[config.mk]
export PLATFORM = sky130hd
export DESIGN_NAME = mac_dot_sched
export DESIGN_NICKNAME = d
export VERILOG_FILES = /design/src/rtl/mac_pkg.sv /design/src/rtl/mac_core.sv /design/src/rtl/mac_dot_sched.sv
export SDC_FILE = /design/constraint.sdc
export NUM_CORES = 1
export LEC_CHECK = 0
export ABC_AREA = 0
export BUFFER_PORTS_ARGS = -buffer_cell sky130_fd_sc_hd__buf_2
export CAP_MARGIN = 15
export CELL_PAD_IN_SITES_DETAIL_PLACEMENT = 1
export CELL_PAD_IN_SITES_GLOBAL_PLACEMENT = 1
export CORE_ASPECT_RATIO = 0.5
export CORE_UTILIZATION = 51
export DETAILED_ROUTE_END_ITERATION = 10
export PLACE_DENSITY_LB_ADDON = 0.1
export SETUP_SLACK_MARGIN = 0.5
export SKIP_LAST_GASP = 1
export SYNTH_ARGS = -nofsm -noshare
export SYNTH_HDL_FRONTEND = slang
export SYNTH_SLANG_ARGS = --single-unit
[constraint.sdc]
create_clock -name clk -period 8.5 [get_ports clk]
set_clock_uncertainty 0.1 [all_clocks]
set_input_delay 1.275 -clock clk [delete_from_list [all_inputs] [get_ports clk]]
set_output_delay 1.275 -clock clk [all_outputs]
set_load 0.01 [all_outputs]
[src/rtl/mac_pkg.sv]
// Shared types and constants for the mac_dot_sched dot-product sequencer.
// Optional build macro: MAC_DOT_SATURATE_EN (clamp accumulator on overflow).
package mac_pkg;

    typedef enum logic [1:0] {
        ST_IDLE  = 2'd0,
        ST_RUN   = 2'd1,
        ST_DRAIN = 2'd2,
        ST_DONE  = 2'd3
    } state_e;

    localparam int W_DEF     = 8;
    localparam int ACCW_DEF  = 16;
    localparam int LEN_W_DEF = 8;

    // Largest positive two's-complement value representable in accw bits.
    function automatic logic signed [63:0] sat_max(input int accw);
        return (64'sd1 <<< (accw - 1)) - 64'sd1;
    endfunction

    // Most negative two's-complement value representable in accw bits.
    function automatic logic signed [63:0] sat_min(input int accw);
        return -(64'sd1 <<< (accw - 1));
    endfunction

endpackage

[src/rtl/mac_core.sv]
// Two-stage signed multiply/accumulate pipeline.
// Stage 1 registers the operands, stage 2 registers the product, and the
// accumulator absorbs the product one edge later. With MAC_DOT_SATURATE_EN
// defined the accumulator clamps on overflow instead of wrapping.
module mac_core
    import mac_pkg::*;
#(
    parameter int W    = W_DEF,
    parameter int ACCW = ACCW_DEF
) (
    input  logic                   clk,
    input  logic                   reset,
    input  logic                   clr,
    input  logic                   en,
    input  logic signed [W-1:0]    a,
    input  logic signed [W-1:0]    b,
    output logic signed [ACCW-1:0] acc,
    output logic                   ovf,
    output logic [1:0]             stage_v
);

`ifdef MAC_DOT_SATURATE_EN
    localparam logic signed [ACCW-1:0] ACC_MAX = ACCW'(sat_max(ACCW));
    localparam logic signed [ACCW-1:0] ACC_MIN = ACCW'(sat_min(ACCW));
`endif

    logic signed [W-1:0]    a_q;
    logic signed [W-1:0]    b_q;
    logic signed [2*W-1:0]  prod_q;
    logic                   v1_q;
    logic                   v2_q;
    logic signed [ACCW-1:0] acc_q;
    logic signed [ACCW-1:0] acc_d;
    logic                   ovf_q;
    logic                   ovf_d;
    logic signed [ACCW-1:0] addend_s;
    logic signed [ACCW-1:0] sum_s;
    logic                   add_ovf_s;

    // Operand and product pipeline registers with their valid bits.
    always_ff @(posedge clk or posedge reset) begin
        if (reset) begin
            a_q    <= '0;
            b_q    <= '0;
            prod_q <= '0;
            v1_q   <= 1'b0;
            v2_q   <= 1'b0;
        end else if (clr) begin
            v1_q   <= 1'b0;
            v2_q   <= 1'b0;
        end else begin
            v1_q <= en;
            v2_q <= v1_q;
            if (en) begin
                a_q <= a;
                b_q <= b;
            end
            if (v1_q) begin
                prod_q <= a_q * b_q;
            end
        end
    end

    assign addend_s  = ACCW'(prod_q);
    assign sum_s     = acc_q + addend_s;
    assign add_ovf_s = (acc_q[ACCW-1] == addend_s[ACCW-1]) &&
                       (sum_s[ACCW-1] != acc_q[ACCW-1]);

    // Next accumulator value and sticky overflow flag.
    always_comb begin
        acc_d = acc_q;
        ovf_d = ovf_q;
        if (v2_q) begin
            ovf_d = ovf_q | add_ovf_s;
`ifdef MAC_DOT_SATURATE_EN
            if (add_ovf_s) begin
                acc_d = acc_q[ACCW-1] ? ACC_MIN : ACC_MAX;
            end else begin
                acc_d = sum_s;
            end
`else
            acc_d = sum_s;
`endif
        end else begin
            acc_d = acc_q;
            ovf_d = ovf_q;
        end
    end

    // Accumulator and overflow registers, cleared at each vector start.
    always_ff @(posedge clk or posedge reset) begin
        if (reset) begin
            acc_q <= '0;
            ovf_q <= 1'b0;
        end else if (clr) begin
            acc_q <= '0;
            ovf_q <= 1'b0;
        end else begin
            acc_q <= acc_d;
            ovf_q <= ovf_d;
        end
    end

    assign acc     = acc_q;
    assign ovf     = ovf_q;
    assign stage_v = {v2_q, v1_q};

endmodule

[src/rtl/mac_dot_sched.sv]
// Dot-product sequencer: captures a vector length, streams operand pairs
// into mac_core under valid/ready, and presents one result per vector.
// Optional build macro: MAC_DOT_SATURATE_EN (handled inside mac_core).
module mac_dot_sched
    import mac_pkg::*;
#(
    parameter int W     = W_DEF,
    parameter int ACCW  = ACCW_DEF,
    parameter int LEN_W = LEN_W_DEF
) (
    input  logic                   clk,
    input  logic                   reset,
    input  logic                   start,
    input  logic [LEN_W-1:0]       len,
    input  logic signed [W-1:0]    a,
    input  logic signed [W-1:0]    b,
    input  logic                   valid_in,
    output logic                   ready_in,
    output logic signed [ACCW-1:0] f,
    output logic                   overflow,
    output logic                   valid_out,
    input  logic                   ready_out,
    output logic                   busy
);

    state_e           state_q;
    state_e           state_d;
    logic [LEN_W-1:0] cnt_q;
    logic [LEN_W-1:0] cnt_d;
    logic             ready_in_q;
    logic             valid_out_q;
    logic             busy_q;
    logic             clr_s;
    logic             accept_s;
    logic [1:0]       stage_v_s;

    mac_core #(
        .W    (W),
        .ACCW (ACCW)
    ) u_core (
        .clk     (clk),
        .reset   (reset),
        .clr     (clr_s),
        .en      (accept_s),
        .a       (a),
        .b       (b),
        .acc     (f),
        .ovf     (overflow),
        .stage_v (stage_v_s)
    );

    // Next-state, element counter and datapath controls.
    always_comb begin
        state_d  = state_q;
        cnt_d    = cnt_q;
        clr_s    = 1'b0;
        accept_s = 1'b0;
        case (state_q)
            ST_IDLE: begin
                if (start) begin
                    clr_s = 1'b1;
                    if (len != LEN_W'(0)) begin
                        state_d = ST_RUN;
                        cnt_d   = len;
                    end else begin
                        state_d = ST_DONE;
                    end
                end else begin
                    state_d = ST_IDLE;
                end
            end
            ST_RUN: begin
                if (valid_in && ready_in_q) begin
                    accept_s = 1'b1;
                    cnt_d    = cnt_q - LEN_W'(1);
                    if (cnt_q == LEN_W'(1)) begin
                        state_d = ST_DRAIN;
                    end else begin
                        state_d = ST_RUN;
                    end
                end else begin
                    state_d = ST_RUN;
                end
            end
            ST_DRAIN: begin
                // Last product sits in stage 2 and is absorbed on this edge.
                if (stage_v_s == 2'b10) begin
                    state_d = ST_DONE;
                end else begin
                    state_d = ST_DRAIN;
                end
            end
            ST_DONE: begin
                if (ready_out) begin
                    state_d = ST_IDLE;
                end else begin
                    state_d = ST_DONE;
                end
            end
            default: begin
                state_d = ST_IDLE;
            end
        endcase
    end

    // State, counter and registered handshake outputs.
    always_ff @(posedge clk or posedge reset) begin
        if (reset) begin
            state_q     <= ST_IDLE;
            cnt_q       <= '0;
            ready_in_q  <= 1'b0;
            valid_out_q <= 1'b0;
            busy_q      <= 1'b0;
        end else begin
            state_q     <= state_d;
            cnt_q       <= cnt_d;
            ready_in_q  <= (state_d == ST_RUN);
            valid_out_q <= (state_d == ST_DONE);
            busy_q      <= (state_d != ST_IDLE);
        end
    end

    assign ready_in  = ready_in_q;
    assign valid_out = valid_out_q;
    assign busy      = busy_q;

endmodule

==> flow_summary.yaml <==
timing:
  worst_slew_margin_rel: 0.324
  fmax_ghz: 0.202
  min_period_ps: 4940
  slew_violations: 0
  tns_ps: 0
  grt_setup_unrepaired: "false"
  setup_viol: 0
  tightest_slew_ps: 1010
  post-route-period-util: 0.581
  hold_viol: 0
setup_path:
  slowest_delay_ps: 570
  crit_path_start_kind: "register"
  critical_path_arrival_ps: 5110
  critical_path.slowest_cell: "fa_1"
  cp_cell_sequence: "and2_1 -> fa_1 -> inv_1 -> fa_1 -> inv_1 -> fa_1 -> inv_1 -> fa_1 -> inv_1 -> ha_1 -> o21ai_0 -> a21boi_1 -> o31a_1 -> o211ai_1 -> a2111oi_0 -> nand3b_1"
  crit_required_ps: 8670
  cp-startpoint: "u_core.a_q[6]$_DFFE_PP0P_"
  r2r_cells: 16
  crit_fanout: 9
  end_kind: "register"
  r2r-start: "u_core.a_q[6]$_DFFE_PP0P_"
  crit_type: "register to register"
layout:
  fin_util: 0.592
  fillers: 1310
  layout-drive-gt1-share: 0.132
  area_delta_synth_final_pct: 11.8
  antennaDiodeCount: 0
  final_cell_mix: "91 x inv_1, 64 x dfrtp_1, 56 x fa_1"
  layoutNonFillerInstCount: 821
  finalInstanceArea_mm2: 0.00658
  nets: 802
  layout_commonest_cell: "inv_1"
global_route:
  grt.overflow.total: 0
  grt_pass1_vias: 5039
  antenna_found_initial: 0
  grt_max_degree: 65
  grt_pass1_wl_mm: 25.3
  grt_use_total: 0.276
yosys:
  syn-cell-area_mm2: 0.00588
  async_flop_share: 1.00
  synth_fp_nets: 754
  postSynthCellCount: 623
  ys.flop_type: "dfrtp_1"
  synth_area_per_cell_um2: 9.44
  synth-edff-count: 0
  ys_warn_count: 0
  ys_seq_elements: 64
  ys_types: 52
  ys_seq_area_frac: 0.272
floorplan:
  start_util: 0.529
  num_io_pins: 49
  num_rows: 27
  core-area_mm2: 0.0111
  fp.dieW_um: 154
  die_area_mm2: 0.0120
  chipHeight_um: 77.9
drt:
  wl_mm: 14.9
  vias_per_cell: 5.54
  drt_iter0_drc: 172
  first_pass_iters: 4
  ant_nets: 0
  drc_errors: 0
  vias: 4547
  wire_per_inst_um: 18.1
clock_tree:
  root_buffer: "clkbuf_16"
  path_clk_slew_ps: 60
  cts_max_level: 3
  cts_sinks: 64
  cts_buffers: 9
  post_cts_buffers: 0
  cts_buffer_depth: 2
  cts_resized: 0
  clkLatencyLatePin_ps: 340
  cts_tree: "done"
  holdBufCountCts: 0
min_path:
  hold_path.class: "register to register"
  min_from: "u_core.ovf$_DFFE_PP0P_"
  whs_path_depth: 2
flow_run:
  cap_violations: 0
place:
  place_inst: 805
  placed_cell_area_mm2: 0.00627
  finalWeightedCongestion: 0.850
  io_buffer_count: 48
  dp_hpwl_mm: 10.9
outcome:
  status: "complete, no violations"
-- cell families (layout without fill, tap and decap cells) --
group | after synthesis | after routing | share of synthesized area
flops | 64 | 64 | 0.272
xor+xnor | 21 | 21 | 0.0313
simple gates | 190 | 190 | 0.164
mux | 29 | 29 | 0.0538
fa+ha+maj | 102 | 102 | 0.288
buf+inv | 105 | 158 | 0.0672
compound gates | 112 | 112 | 0.123
-- cell usage after synthesis, types with 3 or more instances --
| library cell | count | area share |
|---|---|---|
| a22oi_1 | 3 | 0.0038 |
| clkbuf_1 | 11 | 0.0070 |
| xnor2_1 | 16 | 0.024 |
| nand2_1 | 50 | 0.032 |
| a21oi_1 | 24 | 0.020 |
| and2_1 | 45 | 0.048 |
| mux2_1 | 5 | 0.0096 |
| nor3_1 | 15 | 0.013 |
| o31ai_1 | 3 | 0.0038 |
| fa_1 | 56 | 0.19 |
| a21o_1 | 9 | 0.011 |
| a211oi_1 | 9 | 0.011 |
| o211ai_1 | 3 | 0.0038 |
| nand3_1 | 15 | 0.013 |
| mux2_2 | 16 | 0.031 |
| o21bai_1 | 4 | 0.0051 |
| dfrtp_1 | 64 | 0.27 |
| nand2b_1 | 6 | 0.0064 |
| ha_1 | 46 | 0.098 |
| o21ai_1 | 5 | 0.0043 |
| o21a_1 | 7 | 0.0089 |
| nor2b_1 | 12 | 0.013 |
| o21ai_0 | 26 | 0.022 |
| inv_1 | 92 | 0.059 |
| nor2_1 | 33 | 0.021 |
| mux2i_1 | 8 | 0.014 |
| xor2_1 | 5 | 0.0074 |
-- layer usage --
metal / global-route usage / routed length [um] / vias up
met3: 0.0464 / 474 / 19
met1: 0.352 / 6960 / 2274
met2: 0.479 / 7180 / 91
met5: 0 / 0 / -
li1: - / - / 2163
met4: 0.0930 / 268 / 0
-- registers in the layout, indices dropped and copies added (netlist names), 2 cells and up --
name,flops
cnt_q,8
state_q,2
u_core.b_q,8
u_core.addend_s,16
u_core.acc,16
u_core.a_q,8
-- through the flow --
step	hold slack, ps	worst slack (ps)
2_1_floorplan	353	4180
3_3_place_gp	374	3990
3_5_place_dp	393	3700
4_1_cts	407	3560
5_1_grt	437	3310
6_report	402	3560
-- worst max-delay path: cells and delay by family, from the launching register on --
kind,cells,cell delay [ps]
simple gates,2,390
flops,1,460
compound gates,5,1180
fa+ha+maj,5,2470
buf+inv,4,260
-- area by class of cell --
type                            instances  area [um2]  share of cell area
Sequential cell                        64        1600               0.243
Inverter                               92         345              0.0525
Clock inverter                          6        66.3              0.0101
Multi-Input combinational cell        454        3890               0.591
Clock buffer                           10         239              0.0363
Tap cell                              145         181              0.0276
Timing Repair Buffer                   50         255              0.0388
-- final timing paths --
check	endpoint	slack (ps)
max reg2reg	u_core.addend_s[14]$_DFFE_PP0P_	3560
min	u_core.ovf$_DFFE_PP0P_	400
max	u_core.addend_s[14]$_DFFE_PP0P_	3560
min in group asynchronous	cnt_q[1]$_DFFE_PP0P_	1070
min reg2reg	u_core.ovf$_DFFE_PP0P_	400
max in group asynchronous	u_core.a_q[1]$_DFFE_PP0P_	6670
Power is not shown: default switching activity piles up to over one toggle a cycle in this logic, so the estimate is an artifact.
